File: config.mk
export PLATFORM = sky130hd
export DESIGN_NAME = pipeline_ctrl
export DESIGN_NICKNAME = d
export VERILOG_FILES = /design/src/rtl/pipeline_ctrl.sv
export SDC_FILE = /design/constraint.sdc
export NUM_CORES = 1
export LEC_CHECK = 0
export ABC_AREA = 1
export BUFFER_PORTS_ARGS = -buffer_cell sky130_fd_sc_hd__buf_4
export CORE_ASPECT_RATIO = 2
export CORE_MARGIN = 5
export CORE_UTILIZATION = 30
export CTS_BUF_LIST = sky130_fd_sc_hd__clkbuf_8
export DETAILED_ROUTE_END_ITERATION = 8
export PLACE_DENSITY = 0.6
export SLEW_MARGIN = 25
export SYNTH_ARGS = -nofsm -noshare
export SYNTH_HDL_FRONTEND = slang
export SYNTH_SLANG_ARGS = --single-unit
File: constraint.sdc
create_clock -name clk -period 3.1 [get_ports clk]
set_input_delay 0.465 -clock clk [delete_from_list [all_inputs] [get_ports clk]]
set_output_delay 0.465 -clock clk [all_outputs]
set_load 0.01 [all_outputs]
File: src/rtl/pipeline_ctrl.sv
// Stall/flush sequencer for the 5-stage pipeline: resolves load-use, branch,
// mult/div and data-memory-wait hazards into register enables, flushes and bubbles.
module pipeline_ctrl #(
    parameter int REG_NUM_W    = 5,
    parameter int BR_FLUSH_CYC = 1,
    parameter int MD_TIMEOUT   = 64
) (
    input  logic                 clk,
    input  logic                 rst,
    input  logic [REG_NUM_W-1:0] ifidRS,
    input  logic [REG_NUM_W-1:0] ifidRT,
    input  logic                 ifidUsesRT,
    input  logic [REG_NUM_W-1:0] idexRT,
    input  logic                 idexIsLoad,
    input  logic                 brTaken,
    input  logic                 mdReq,
    input  logic                 mdDone,
    input  logic                 exmemIsMem,
    input  logic                 dmemReady,
    output logic                 pcWrEn,
    output logic                 ifidWrEn,
    output logic                 ifidFlush,
    output logic                 idexWrEn,
    output logic                 idexBubble,
    output logic                 exmemWrEn,
    output logic                 mdStart,
    output logic                 mdErr,
    output logic [1:0]           ctrlState,
    output logic [15:0]          stallCnt
);

    typedef enum logic [1:0] {
        RUN     = 2'd0,
        FLUSH   = 2'd1,
        MD_WAIT = 2'd2
    } state_t;

    localparam logic [3:0] FLUSH_INIT = 4'(BR_FLUSH_CYC - 1);
    localparam logic [9:0] MD_LAST    = 10'(MD_TIMEOUT - 1);

    state_t     state;
    logic [3:0] flush_cnt;
    logic [9:0] md_cnt;
    logic       load_use;
    logic       mem_freeze;
    logic       md_timeout;

    assign load_use   = idexIsLoad && (idexRT != '0) &&
                        ((idexRT == ifidRS) || (ifidUsesRT && (idexRT == ifidRT)));
    assign mem_freeze = exmemIsMem && !dmemReady;
    assign md_timeout = (md_cnt == MD_LAST);
    assign ctrlState  = state;

    always_comb begin
        pcWrEn     = 1'b0;
        ifidWrEn   = 1'b0;
        ifidFlush  = 1'b0;
        idexWrEn   = 1'b0;
        idexBubble = 1'b0;
        exmemWrEn  = 1'b0;
        mdStart    = 1'b0;
        if (rst) begin
            ifidFlush = 1'b1;
        end else if (!mem_freeze) begin
            // Every non-frozen cycle lets EX/MEM and ID/EX move; only the front end varies.
            exmemWrEn = 1'b1;
            idexWrEn  = 1'b1;
            case (state)
                RUN: begin
                    if (brTaken) begin
                        pcWrEn     = 1'b1;
                        ifidWrEn   = 1'b1;
                        ifidFlush  = 1'b1;
                        idexBubble = 1'b1;
                    end else if (mdReq) begin
                        mdStart    = 1'b1;
                        idexBubble = 1'b1;
                    end else if (load_use) begin
                        idexBubble = 1'b1;
                    end else begin
                        pcWrEn   = 1'b1;
                        ifidWrEn = 1'b1;
                    end
                end
                FLUSH: begin
                    pcWrEn     = 1'b1;
                    ifidWrEn   = 1'b1;
                    ifidFlush  = 1'b1;
                    idexBubble = 1'b1;
                end
                MD_WAIT: begin
                    if (mdDone || md_timeout) begin
                        pcWrEn   = 1'b1;
                        ifidWrEn = 1'b1;
                    end else begin
                        idexBubble = 1'b1;
                    end
                end
                default: begin
                    idexBubble = 1'b1;
                end
            endcase
        end
    end

    always_ff @(posedge clk) begin
        if (rst) begin
            state     <= RUN;
            flush_cnt <= '0;
            md_cnt    <= '0;
            mdErr     <= 1'b0;
            stallCnt  <= '0;
        end else begin
            if (!pcWrEn && (stallCnt != 16'hFFFF)) begin
                stallCnt <= stallCnt + 16'd1;
            end
            // A memory freeze stalls the sequencer and the watchdog alike.
            if (!mem_freeze) begin
                case (state)
                    RUN: begin
                        if (brTaken) begin
                            if (BR_FLUSH_CYC > 1) begin
                                state     <= FLUSH;
                                flush_cnt <= FLUSH_INIT;
                            end
                        end else if (mdReq) begin
                            state  <= MD_WAIT;
                            md_cnt <= '0;
                        end
                    end
                    FLUSH: begin
                        if (flush_cnt == 4'd1) begin
                            state <= RUN;
                        end
                        flush_cnt <= flush_cnt - 4'd1;
                    end
                    MD_WAIT: begin
                        if (mdDone) begin
                            state <= RUN;
                        end else if (md_timeout) begin
                            mdErr <= 1'b1;
                            state <= RUN;
                        end else begin
                            md_cnt <= md_cnt + 10'd1;
                        end
                    end
                    default: begin
                        state <= RUN;
                    end
                endcase
            end
        end
    end

endmodule

==> flow_summary.ini, run 1 <==
[drt]
wl_met1_um = 1810
vias = 1940
route.met2.wl_um = 2870
viasPerCell = 4.92
postRouteAntennaNets = 0
wire_per_inst_um = 12.8
drc = 0
drtIter0Drc = 156
top_layer_used = met4
dr_wl_met3_um = 201
dr.pass1.iters = 4
wirelength_um = 5060

[logic_synthesis]
synthArstFlopShare_pct = 0
ys_ff_latch = 28
synthFlopType = dfxtp_1
syn_area_um2 = 1850
seq_area_frac_synth_pct = 30.4
syn_inst = 286
avgSynthCellArea_um2 = 6.46
synth_edf_count = 0
yosys_warnings = 0
syn-num-nets = 312
synth_cell_types = 30

[timing]
fmax_mhz = 417
setup-tns-final_ps = 0
relSlewSlack_pct = 61.9
fin_skew_ps = 10.4
layout_setup_ws_ps = 705
finalCritPeriodShare_pct = 77.3
layout_min_cycle_time_ps = 2400
rsz0062_at_grt = no
hold_viol = 0
finalMaxSlewViolations = 0
finalSetupViolCount = 0
tightestPinTransition_ps = 570

[flow_run]
max-cap-violations = 0

[final_layout]
design_area_um2 = 2310
fin_util_pct = 38.5
num_antenna_cells = 0
synthToLayoutAreaGrowth_pct = 25.3
stdcell_count = 394
drive_above_1_share_pct = 22.4
nFillCells = 678
nets = 358

[min_path]
worstHoldStart = mdErr$_SDFFE_PP0P_
whs_path_depth = 2
hold_class = reg2reg
hold_end = mdErr$_SDFFE_PP0P_

[cts]
cts_resized = 0
cts_buffers = 3
cts_tree = built
h-tree-depth = 1
clockRootBuffer = clkbuf_8
clk_latency_ps = 280
ctsHoldBuffers = 0
post_cts_buffers = 0
clkSinkCount = 28
clk_path_buf_depth = 2
clk_pin_slew_worst_paths_ps = 100

[global_route]
overflow = 0
grt_pass1_wl_um = 8410
grt_pass1_vias = 1923
grt_max_degree = 22
grt_use_total_pct = 13.3
grt_antenna_before_repair = 0

[setup_path]
crit_arrival_ps = 1930
rrSetupSlack_ps = 1000
cp-end-kind = output port
start_kind = flip-flop
timing.rr.end = md_cnt[4]$_SDFFE_PP0P_
r2r-start = md_cnt[0]$_SDFFE_PP0P_
cp.required_ps = 2630
timing_worst_setup_path_type = reg2out
path_max_fanout = 5
reg2reg_depth = 11

[place]
dp_cells = 390
gp_congestion = 0.818
placed_area_um2 = 2240
numPortBuffers = 48
hpwl_um = 4060
pre_cts_ws_ps = 985

[run_status]
outcome = complete, no violations

[power_and_ir_drop]
power_leakage_nw = 1.04
swShare_pct = 25.6
pwr_density_cell_nw_per_um2 = 349
pwr-share-comb_pct = 17.4
vdd_drop_max_mv = 0.196
p_switching_mw = 0.207
cell_internal_pwr_mw = 0.600
power.share.clock_pct = 35.8
seqPwrFrac_pct = 46.8

[floorplan]
num_io_pins = 50
initial_core_util_pct = 30.7
die_height_um = 121
rows = 40
core_um2 = 6010
die_area_um2 = 7920
die_x_um = 65.5
-- metrics by stage --
stage	hold WS [ps]	total power [mW]
2_1_floorplan	461	0.465
3_3_place_gp	480	0.526
3_5_place_dp	476	0.527
4_1_cts	499	0.817
5_1_grt	534	0.847
6_report	483	0.807
-- flip-flops by register name, indices dropped and copies added (netlist names) --
register,cells
md_cnt,10
stallCnt,16
mdErr,1
ctrlState,1
-- routing by layer --
layer  vias up  global-route usage [%]
li1       1004                       -
met1       879                    12.5
met2        45                    26.8
met3        12                    1.85
met4         0                    6.10
met5         -                       0
-- layout make-up --
type	count	area [um2]	share of cell area (%)
multi-input cells	212	1090	47.2
flip-flops and latches	28	561	24.2
repair buffers	49	368	15.9
inverters	38	143	6.17
well taps	63	78.8	3.41
clock buffers	3	41.3	1.78
clock inverters	1	30.0	1.30
-- worst max-delay path by stage --
| stage | start | endpoint | slack [ps] |
|---|---|---|---|
| 5_1_grt | md_cnt[0]$_SDFFE_PP0P_ | pcWrEn | 480 |
| 4_1_cts | md_cnt[0]$_SDFFE_PP0P_ | ifidWrEn | 650 |
| 6_report | md_cnt[0]$_SDFFE_PP0P_ | ifidWrEn | 700 |
| 3_3_place_gp | md_cnt[0]$_SDFFE_PP0P_ | pcWrEn | 990 |
| 2_1_floorplan | exmemIsMem | pcWrEn | 970 |
| 3_5_place_dp | md_cnt[0]$_SDFFE_PP0P_ | ifidWrEn | 980 |
-- cell usage after synthesis, types with 2 or more instances --
master | count | area share [%]
dfxtp_1 | 28 | 30
nand4_1 | 6 | 2.0
a211oi_1 | 2 | 0.81
o21ai_0 | 5 | 1.4
xnor2_1 | 6 | 2.8
nor3b_1 | 2 | 0.81
a21oi_2 | 4 | 1.9
nand3_1 | 25 | 6.8
nor2_2 | 2 | 0.68
clkbuf_1 | 2 | 0.41
inv_1 | 29 | 5.9
nor2_1 | 22 | 4.5
nand2_1 | 81 | 16
xor2_1 | 10 | 4.7
nand2_2 | 2 | 0.68
nor3_1 | 8 | 2.2
buf_4 | 3 | 1.2
inv_2 | 9 | 1.8
a21oi_1 | 24 | 6.5
ha_1 | 2 | 1.4
buf_2 | 2 | 0.54
o21ai_1 | 3 | 0.81
or2_1 | 2 | 0.68
-- cells by family (layout without fill, tap and decap cells) --
| family | Yosys count | in the layout | share of synthesized area (%) |
|---|---|---|---|
| AO/OA/AOI/OAI | 40 | 40 | 12.3 |
| XOR/XNOR | 16 | 16 | 7.59 |
| adder cells (fa/ha/maj) | 2 | 2 | 1.35 |
| buffers and inverters | 46 | 91 | 10.5 |
| flip-flops | 28 | 28 | 30.4 |
| other | 1 | 1 | 0.203 |
| AND/OR/NAND/NOR | 153 | 153 | 37.7 |
-- power groups by stage --
stage               Clock, mW  Sequential [mW]  Combinational, mW
floorplan                   0            0.385             0.0795
global placement            0            0.386              0.140
detailed placement          0            0.386              0.141
CTS                     0.299            0.377              0.141
global route            0.310            0.379              0.157
finish                  0.289            0.378              0.140
-- worst max-delay path: stages, from the launching register on --
cell and delay, ps:
dfxtp_1 410, ha_1 210, nand2_1 80, nor3_1 250, nand3_1 170, a21oi_1 180, nand2_2 130, inv_1 90
buf_4 120
-- placed cells by master, fill, tap and decap left out, drive strengths merged --
cell type,synthesis,final
a211oi,2,2
a21oi,28,28
a31o,1,1
buf,6,49
bufinv,0,1
clkbuf,2,3
conb,1,1
dfxtp,28,28
ha,2,2
inv,38,38
nand2,84,84
nand3,25,25
nand4,7,7
nor2,24,24
nor3,8,8
nor3b,2,2
nor4,1,1
o2111ai,1,1
o21ai,8,8
or2,2,2
xnor2,6,6
xor2,10,10
Power figures use the tool's default switching activity.
==> inputs of run 2 (changes only) <==
PLACE_DENSITY = 0.61   (was 0.6)
clock period = 2.15 ns   (was 3.1 ns; I/O delays follow)
==> run 2 against run 1 <==
Clock skew down 7.2 ps. Worst setup slack got worse by 560 ps. Utilization is 1.9 points higher. Clock power rose by 45%. Register-to-register slack worse by 730 ps. Largest cell class unchanged.
==> flow_summary.ini, run 2 (synthesized netlist as in run 1, its figures left out) <==
[run_status]
outcome = complete, no violations

[cts]
clk_latency_ps = 270
clk_pin_slew_worst_paths_ps = 100
cts_buffers = 3
cts_tree = built
clockRootBuffer = clkbuf_8
clkSinkCount = 28
ctsHoldBuffers = 0
h-tree-depth = 1
clk_path_buf_depth = 2

[place]
pre_cts_ws_ps = 262
hpwl_um = 4350
numPortBuffers = 48
dp_cells = 401
gp_congestion = 0.900

[floorplan]
die_x_um = 65.5
rows = 40
num_io_pins = 50
die_area_um2 = 7920
initial_core_util_pct = 30.7
die_height_um = 121
core_um2 = 6010

[timing]
layout_setup_ws_ps = 145
finalCritPeriodShare_pct = 93.2
finalMaxSlewViolations = 0
fmax_mhz = 499
hold_viol = 0
fin_skew_ps = 3.21
holdWs_ps = 390
layout_min_cycle_time_ps = 2000
finalSetupViolCount = 0

[setup_path]
cp-end-kind = output port
r2r-start = ctrlState[1]$_SDFFE_PP0P_
start_kind = flip-flop
crit_arrival_ps = 1680
slowest_stage = dfxtp_4
path_common_cell = nand2_2
path_buf_inv = 2
crit_family = simple AND/OR/NAND/NOR gates
cp.required_ps = 1830
timing_worst_setup_path_type = reg2out
critPathLaunch = md_cnt[0]$_SDFFE_PP0P_
path_max_fanout = 5
slowest_delay_ps = 380
path_cells = ha_1 -> nand2_2 -> nor3_4 -> nand3_2 -> a21oi_2 -> nand2_2 -> inv_2 -> buf_4

[final_layout]
stdcell_count = 406
final_common_cell = nand2_1
synthToLayoutAreaGrowth_pct = 31.6
largest_register_ffs = 16
final_cell_mix = nand2_1 (80), buf_4 (61), inv_1 (28)
drive_above_1_share_pct = 26.8
top_register = stallCnt
nets = 370
top_regs = stallCnt (16), md_cnt (10)
fin_util_pct = 40.5
num_antenna_cells = 0

[drt]
drc = 0
postRouteAntennaNets = 0
vias = 2013
dr.pass1.iters = 4
wire_per_inst_um = 13.2
viasPerCell = 4.96
wirelength_um = 5350
drtIter0Drc = 129

[power_and_ir_drop]
vdd_drop_max_mv = 0.350
pwr_density_cell_nw_per_um2 = 484
p_switching_mw = 0.302
power.total_mw = 1.18
swShare_pct = 25.7
cell_internal_pwr_mw = 0.874
power.share.clock_pct = 35.5
seqPwrFrac_pct = 46.2
pwr-share-comb_pct = 18.3
power_leakage_nw = 1.12

[global_route]
grt_antenna_before_repair = 0
grt_pass1_wl_um = 8960
grt_use_total_pct = 14.2
grt_max_degree = 21
grt_pass1_vias = 2074
overflow = 0

[min_path]
worstHoldStart = mdReq
hold_class = in2reg

[flow_run]
max-cap-violations = 0
[run 2: path summary, 6_finish.rpt]
check                              end  slack, ps  depth (start not counted)
max                             pcWrEn        150                          8
min          ctrlState[1]$_SDFFE_PP0P_        390                          4
max reg2reg     md_cnt[8]$_SDFFE_PP0P_        270                          9
min reg2reg   stallCnt[1]$_SDFFE_PP0P_        510                          2
[run 2: metrics by stage]
step / area, um2 / setup TNS [ps]
4_1_cts: 2400 / 0
3_3_place_gp: 2320 / 0
6_report: 2430 / 0
3_5_place_dp: 2320 / 0
5_1_grt: 2430 / -76.4
2_1_floorplan: 1850 / 0
[run 2: what timing repair did]
action	4_1_cts	5_1_grt
pin swaps	0	4
setup endpoints to repair	2	2
gates cloned	0	0
resized for setup	2	6
setup buffers	0	1
[run 2: metal layers]
layer / share of wire (%) / up-vias / routed length [um] / track usage, %
li1: - / 1031 / - / -
met1: 34 / 919 / 1820 / 12.5
met2: 58 / 50 / 3130 / 29.2
met3: 4.4 / 13 / 234 / 1.95
met4: 3.1 / 0 / 168 / 6.75
met5: 0 / - / 0 / 0
[run 2: final cells by class]
cell class | count | area [um2]
fillers | 658 | 3580
multi-input cells | 212 | 1110
flip-flops and latches | 28 | 564
repair buffers | 61 | 458
inverters | 38 | 143
well taps | 63 | 78.8
clock buffers | 3 | 41.3
clock inverters | 1 | 30.0
[run 2: worst reg2reg max path, delay by kind of cell (launching register included)]
kind            cells  cell delay [ps]
simple gates        7              880
flops               1              510
compound gates      1              310
buf+inv             1              100
[run 2: power by group through the flow]
stage               clock [mW]  combinational, mW  sequential [mW]
finish                   0.418              0.215            0.543
global route             0.452              0.242            0.545
CTS                      0.430              0.215            0.543
detailed placement           0              0.214            0.555
global placement             0              0.214            0.555
floorplan                    0              0.115            0.556
